<file path="config.mk">
export PLATFORM = sky130hd
export DESIGN_NAME = id_ex_stage
export DESIGN_NICKNAME = d
export VERILOG_FILES = /design/src/rtl/id_ex_stage.sv
export SDC_FILE = /design/constraint.sdc
export NUM_CORES = 1
export LEC_CHECK = 0
export ABC_CLOCK_PERIOD_IN_PS = 15200
export CAP_MARGIN = 20
export CORE_AREA = 2 2 259 261
export CTS_BUF_LIST = sky130_fd_sc_hd__clkbuf_8 sky130_fd_sc_hd__clkbuf_16
export DETAILED_ROUTE_END_ITERATION = 7
export DIE_AREA = 0 0 261 263
export PLACE_DENSITY = 0.52
export SLEW_MARGIN = 20
export SYNTH_ARGS = -nofsm -noshare
export SYNTH_HDL_FRONTEND = slang
export SYNTH_SLANG_ARGS = --single-unit
</file>
<file path="constraint.sdc">
create_clock -name clk -period 15.2 [get_ports clk]
set_input_delay 2.28 -clock clk [delete_from_list [all_inputs] [get_ports clk]]
set_output_delay 2.28 -clock clk [all_outputs]
set_load 0.01 [all_outputs]
</file>
<file path="src/rtl/id_ex_stage.sv">
// ID/EX pipeline register: resolves operand forwarding at capture and detects load-use hazards.
// One instruction slot with valid/ready handshake on both sides and a saturating stall counter.
module id_ex_stage (
    input  logic        clk,
    input  logic        rst,
    input  logic        in_valid,
    input  logic [63:0] in_pc,
    input  logic [4:0]  in_rs1,
    input  logic [4:0]  in_rs2,
    input  logic [4:0]  in_rd,
    input  logic [63:0] in_rs1_val,
    input  logic [63:0] in_rs2_val,
    input  logic [63:0] in_imm,
    input  logic        in_use_pc,
    input  logic        in_use_imm,
    input  logic        in_word32,
    input  logic [3:0]  in_aluctrl,
    input  logic        in_is_load,
    output logic        in_ready,
    input  logic        ex_fwd_valid,
    input  logic [4:0]  ex_fwd_rd,
    input  logic [63:0] ex_fwd_data,
    input  logic        ex_fwd_is_load,
    input  logic        mem_fwd_valid,
    input  logic [4:0]  mem_fwd_rd,
    input  logic [63:0] mem_fwd_data,
    input  logic        flush,
    input  logic        out_ready,
    output logic        out_valid,
    output logic [63:0] out_a,
    output logic [63:0] out_b,
    output logic        out_word32,
    output logic [3:0]  out_aluctrl,
    output logic [4:0]  out_rd,
    output logic        out_is_load,
    output logic [63:0] out_store_data,
    output logic [31:0] stall_cnt
);

    logic        load_use;
    logic        capture;
    logic [63:0] rs1_res;
    logic [63:0] rs2_res;

    always_comb begin
        load_use = in_valid && ex_fwd_valid && ex_fwd_is_load && (ex_fwd_rd != 5'd0) &&
                   ((ex_fwd_rd == in_rs1) || (ex_fwd_rd == in_rs2));
        in_ready = !flush && !load_use && (!out_valid || out_ready);
        capture  = in_valid && in_ready;
    end

    // A load in execute has no data yet, so it never forwards; load_use stalls instead.
    always_comb begin
        rs1_res = in_rs1_val;
        if (in_rs1 == 5'd0) begin
            rs1_res = 64'd0;
        end else if (ex_fwd_valid && !ex_fwd_is_load && (ex_fwd_rd == in_rs1)) begin
            rs1_res = ex_fwd_data;
        end else if (mem_fwd_valid && (mem_fwd_rd == in_rs1)) begin
            rs1_res = mem_fwd_data;
        end
    end

    always_comb begin
        rs2_res = in_rs2_val;
        if (in_rs2 == 5'd0) begin
            rs2_res = 64'd0;
        end else if (ex_fwd_valid && !ex_fwd_is_load && (ex_fwd_rd == in_rs2)) begin
            rs2_res = ex_fwd_data;
        end else if (mem_fwd_valid && (mem_fwd_rd == in_rs2)) begin
            rs2_res = mem_fwd_data;
        end
    end

    always_ff @(posedge clk or posedge rst) begin
        if (rst) begin
            out_valid      <= 1'b0;
            out_a          <= 64'd0;
            out_b          <= 64'd0;
            out_store_data <= 64'd0;
            out_word32     <= 1'b0;
            out_aluctrl    <= 4'd0;
            out_rd         <= 5'd0;
            out_is_load    <= 1'b0;
        end else if (flush) begin
            out_valid <= 1'b0;
        end else if (capture) begin
            out_valid      <= 1'b1;
            out_a          <= in_use_pc ? in_pc : rs1_res;
            out_b          <= in_use_imm ? in_imm : rs2_res;
            out_store_data <= rs2_res;
            out_word32     <= in_word32;
            out_aluctrl    <= in_aluctrl;
            out_rd         <= in_rd;
            out_is_load    <= in_is_load;
        end else if (out_valid && out_ready) begin
            out_valid <= 1'b0;
        end
    end

    always_ff @(posedge clk or posedge rst) begin
        if (rst) begin
            stall_cnt <= 32'd0;
        end else if (load_use && !flush && (stall_cnt != 32'hFFFF_FFFF)) begin
            stall_cnt <= stall_cnt + 32'd1;
        end
    end

endmodule

</file>
-- Yosys cells after proc, flatten, opt, wreduce, memory -nomap -nowiden
Cells that the tools add are included.
- bits in registers: 236
- output and inout bits: 237
- word-level logic and storage cells: 53
- bits of input ports: 425
- $add $sub $neg: 1
- equality and inequality tests: 5
- reductions and logical operators: 26
- multiplexer cells: 11
- bitwise gates (word level): 1
- operator list (cell ; count):
    $mux 64 ; 8
    $add 32x1->32 const B ; 1
    $ne 32x32->1 const B ; 1
    $eq 5x5->1 ; 4
    $logic_and 1x1->1 ; 15
    $logic_not 5->1 ; 2
    $reduce_bool 5->1 ; 1
    $logic_not 1->1 ; 4
    $mux 1 ; 3
    $reduce_bool 3->1 ; 1
    $logic_or 1x1->1 ; 2
    $reduce_and 2->1 ; 1
    $not 1->1 ; 1

-- Longest topological paths before layout
- depth in word-level cells: 10
- mapped depth: 9
- mapped depth without buffers: 7

-- Worst setup path before layout
OpenSTA, ideal clock, no wires.
- kind: input port to output port
- start point: input ex_fwd_rd[1]
- end point: output in_ready
- data arrival time: 3.480 ns
- required time: 12.920 ns
- cell stages on the path: 4
- slack: 9.440 ns
- buffers on the path: 0
- cells stage by stage: or4_1 -> o2111ai_1 -> nor2_1 -> nor3_1
- cells in the longest elaborated chain, start to end: 6
- elaborated cells on any way between the ends: 9
- those cells by class: 2 x eq/ne; 7 x reduce/logical
- ends and longest elaborated chain (what ; RTL line ; RTL):
    start, declared ; 21 ; input logic [4:0] ex_fwd_rd,
    $eq 5x5->1 / $reduce_bool 5->1 (equally long branches) ; 47, 46 ;
    $logic_or 1x1->1 / $logic_and 1x1->1 (equally long branches) ; 47, 46 ;
    $logic_and 1x1->1 * ; 46 ; load_use = in_valid && ex_fwd_valid && ex_fwd_is_load && (ex_fwd_rd != 5'd0) &&
    $logic_not 1->1 * ; 48 ; in_ready = !flush && !load_use && (!out_valid || out_ready);
    $logic_and 1x1->1 * (2 in a row) ; 48 ;
    end, declared ; 19 ; output logic in_ready,
Every way passes the cells marked *; elsewhere a longest branch is shown, timed or not.

-- Worst setup path in the final report
- start point: input ex_fwd_rd[2]
- end point: output in_ready
Same word-level chain as after synthesis.

==> run metrics <==
die area 68640 um^2; hold_buf cts 0; Final WS setup 8.042 ns; number of synthesized flops with an enable pin 0; Initial Util 20.74%; Synth Area in Adders 0.09194%; Main synth FF type dfrtp_1; static leakage around 9 nW; final setup fails 0; Synth top area share 43.39%; Worst Hold Class flip-flop to flip-flop; Comb power frac roughly 30%; max_cap viols 0; Data required, critical path 12.92 ns; sw frac 30.30%; final period utilization between 40% and 50%; pre-CTS setup slack 8.014 ns; Final ANT Viol Nets 0; CTS tree yes; TNS Setup 0 ns; Yosys cell types 41; Die Y-Extent 263 um; Final Hold Fails 0; Via density 4.908; Ys Warns 0; Syn Inst Count 1735; H-tree depth 1; DR pass1 iterations 7; clk_lat worst skew approximately 0.59 ns; syn_nets 2161; clock network power share 34.1%; switching pwr 650.6 uW; Mapped Avg Cell Area ~8 um^2; CTS Buffer Depth 3; first-pass GRT wire length 105.3 mm; Port-buffer cells 661; asr flop ratio synth 100.0%; Core Region around 66000 um^2; postcts setup bufs 0; Worst Skew 0.008179 ns; pin count of the biggest net entering global routing between 100 and 150; largest family of logic cells by synthesized area compound AO/OA/AOI/OAI gates; mux contribution to synthesized area 0.1655%; post-route minimum period 7.158 ns; Synth Area in Compound Gates 24.39%; max frequency 0.1397 GHz; peak supply drop 0.08021 mV; Int Power 1.497 mW; FP Rows 94; # IOs between 600 and 700; fin nets 2723; crit path DAT just under 5 ns; power share of the sequential group between 30% and 40%; PnR Total Power 2.147 mW; GP Congestion 0.8981; cell area after synthesis 13610 um^2; Post-Route WL 73.61 mm; PostCTS Resize Cnt 0; average wire per standard cell 23.07 um; Chip Width 261 um; CTS Buf Count 31; Worst setup SP type input pin; vias in the first global route 15570; CTS Root Cell clkbuf_16; initial antenna violation count 13; area leader, netlist dfrtp_1; clk slew on worst S/H paths 0.06 ns; register area share after synthesis between 40% and 50%; GRT overflow 0; status finished, final reports clean; simple-gate share of the synthesized area between 20% and 30%; Util after Layout 33.57%; Yosys reg bits 236; Critical Path Fanout Max 5; largest cells by area after synthesis dfrtp_1 (43%), nand2_1 (14%), a311o_1 (9.3%); DRT iter0 DRCs around 1000; fraction of layout cells with a size suffix above 1 under 10%; via count 15660; PD cells a little under 100 nW/um^2; CP Capture Type output pin; gr usage total roughly a fifth; Detailed Place HPWL between 50 and 60 mm; RSZ-0062 raised after global routing false; XOR/XNOR Fraction of Synth Area 3.282%; Worst Max-Slew Pin Slew 1.231 ns; Slew HR 17.20%; Final Max Tran Viols 0; Sink Count 236; Layout Area Growth over Synthesis 61.90%; critical path class input pin to output pin; DRC Markers 0
state kept, by name, indices dropped and copies added, names as in the netlist:
name and cells:
out_a 64, out_b 64, out_store_data 64, stall_cnt 32, out_rd 5, out_aluctrl 4
out_is_load 1, out_valid 1, out_word32 1
per-stage QoR:
step | std cells | hold slack [ns] | cell area, um^2
2_1_floorplan | 1735 | 0.5115 | 13610
3_3_place_gp | 3125 | 0.4592 | 20950
3_5_place_dp | 3127 | 0.4667 | 20990
4_1_cts | 3183 | 0.4768 | 22000
5_1_grt | 3189 | 0.5077 | 22030
6_report | 3191 | 0.4701 | 22030
cells by family (layout without fill, tap and decap cells):
| kind of cell | Yosys count | in the layout |
|---|---|---|
| AO/OA/AOI/OAI | 453 | 453 |
| XOR/XNOR | 51 | 51 |
| buffers and inverters | 157 | 742 |
| AND/OR/NAND/NOR | 835 | 835 |
| adder cells (fa/ha/maj) | 1 | 1 |
| multiplexers | 2 | 2 |
| other | 0 | 7 |
| flip-flops | 236 | 236 |
worst max-delay path: stages:
cell             delay, ns
clkdlybuf4s50_1       0.49
or4_1                 0.62
o2111ai_1             0.54
nor2_1                0.11
nor3_1                0.25
clkdlybuf4s50_1       0.58
Yosys cell counts, types with 2 or more instances:
cell type / instances
clkbuf_1: 144
xor2_1: 26
a311o_1: 127
o21bai_1: 2
or2_2: 3
nor3_1: 10
nor2b_1: 2
dfrtp_1: 236
inv_1: 7
buf_1: 4
a31o_2: 63
nand3_1: 16
nand4_1: 5
or4_1: 3
xnor2_1: 25
nand2b_1: 3
nor4_1: 12
o21ai_0: 127
and4_1: 5
and3_1: 2
nand2_1: 497
nor2_1: 269
mux2_2: 2
a31oi_1: 128
layout by cell type, fill, tap and decap left out, types with 2 or more instances in the layout:
cell | netlist | routed
a311o_1 | 127 | 127
a31o_2 | 63 | 63
a31oi_1 | 128 | 128
and4_1 | 5 | 5
buf_12 | 0 | 3
buf_4 | 0 | 16
clkbuf_16 | 0 | 31
clkbuf_8 | 0 | 9
clkdlybuf4s50_1 | 0 | 659
clkinv_2 | 0 | 5
dfrtp_1 | 236 | 236
diode_2 | 0 | 7
inv_1 | 7 | 14
mux2_2 | 2 | 2
nand2_1 | 497 | 497
nand2b_1 | 3 | 3
nand3_1 | 16 | 15
nand4_1 | 5 | 5
nor2_1 | 269 | 266
nor2_4 | 0 | 3
nor2b_1 | 2 | 2
nor3_1 | 10 | 10
nor4_1 | 12 | 12
o21ai_0 | 127 | 127
or2_4 | 0 | 2
or4_1 | 3 | 3
xnor2_1 | 25 | 25
xor2_1 | 26 | 26
routing by layer:
metal  wire [um]  up-vias  global-route usage (%)
met3        6073      148                   5.190
li1            -     7239                       -
met1       30010     7588                   25.20
met4        2798       14                   8.123
met5         101        -                       0
met2       34630      674                   33.75
final timing paths:
kind,depth (start not counted),from,slack (ns),endpoint
worst max register to register,5,out_valid,11.88,out_a[32]
worst max-delay path,6,ex_fwd_rd[2],8.04,in_ready
max in group asynchronous,3,rst,11.56,out_a[63]
worst min-delay path,2,out_aluctrl[0],0.47,out_aluctrl[0]
worst min register to register,2,out_aluctrl[0],0.47,out_aluctrl[0]
min in group asynchronous,2,rst,2.21,out_rd[3]
power groups by stage:
| stage | combinational [mW] | clock (mW) | sequential, mW |
|---|---|---|---|
| finish | 0.634 | 0.733 | 0.781 |
| global route | 0.681 | 0.775 | 0.792 |
| CTS | 0.639 | 0.756 | 0.781 |
| detailed placement | 0.636 | 0 | 0.790 |
| global placement | 0.634 | 0 | 0.787 |
| floorplan | 0.178 | 0 | 0.830 |
area by class of cell:
| type | instances | area, um^2 |
|---|---|---|
| Tap cell | 864 | 1081 |
| Inverter | 7 | 33.78 |
| Timing Repair Buffer | 679 | 6804 |
| Sequential cell | 236 | 5906 |
| Multi-Input combinational cell | 1342 | 7189 |
| Clock inverter | 16 | 102.6 |
| Clock buffer | 40 | 899.6 |
| Fill cell | 6853 | 43590 |
| Antenna cell | 7 | 17.52 |
Power figures use the tool's default switching activity.
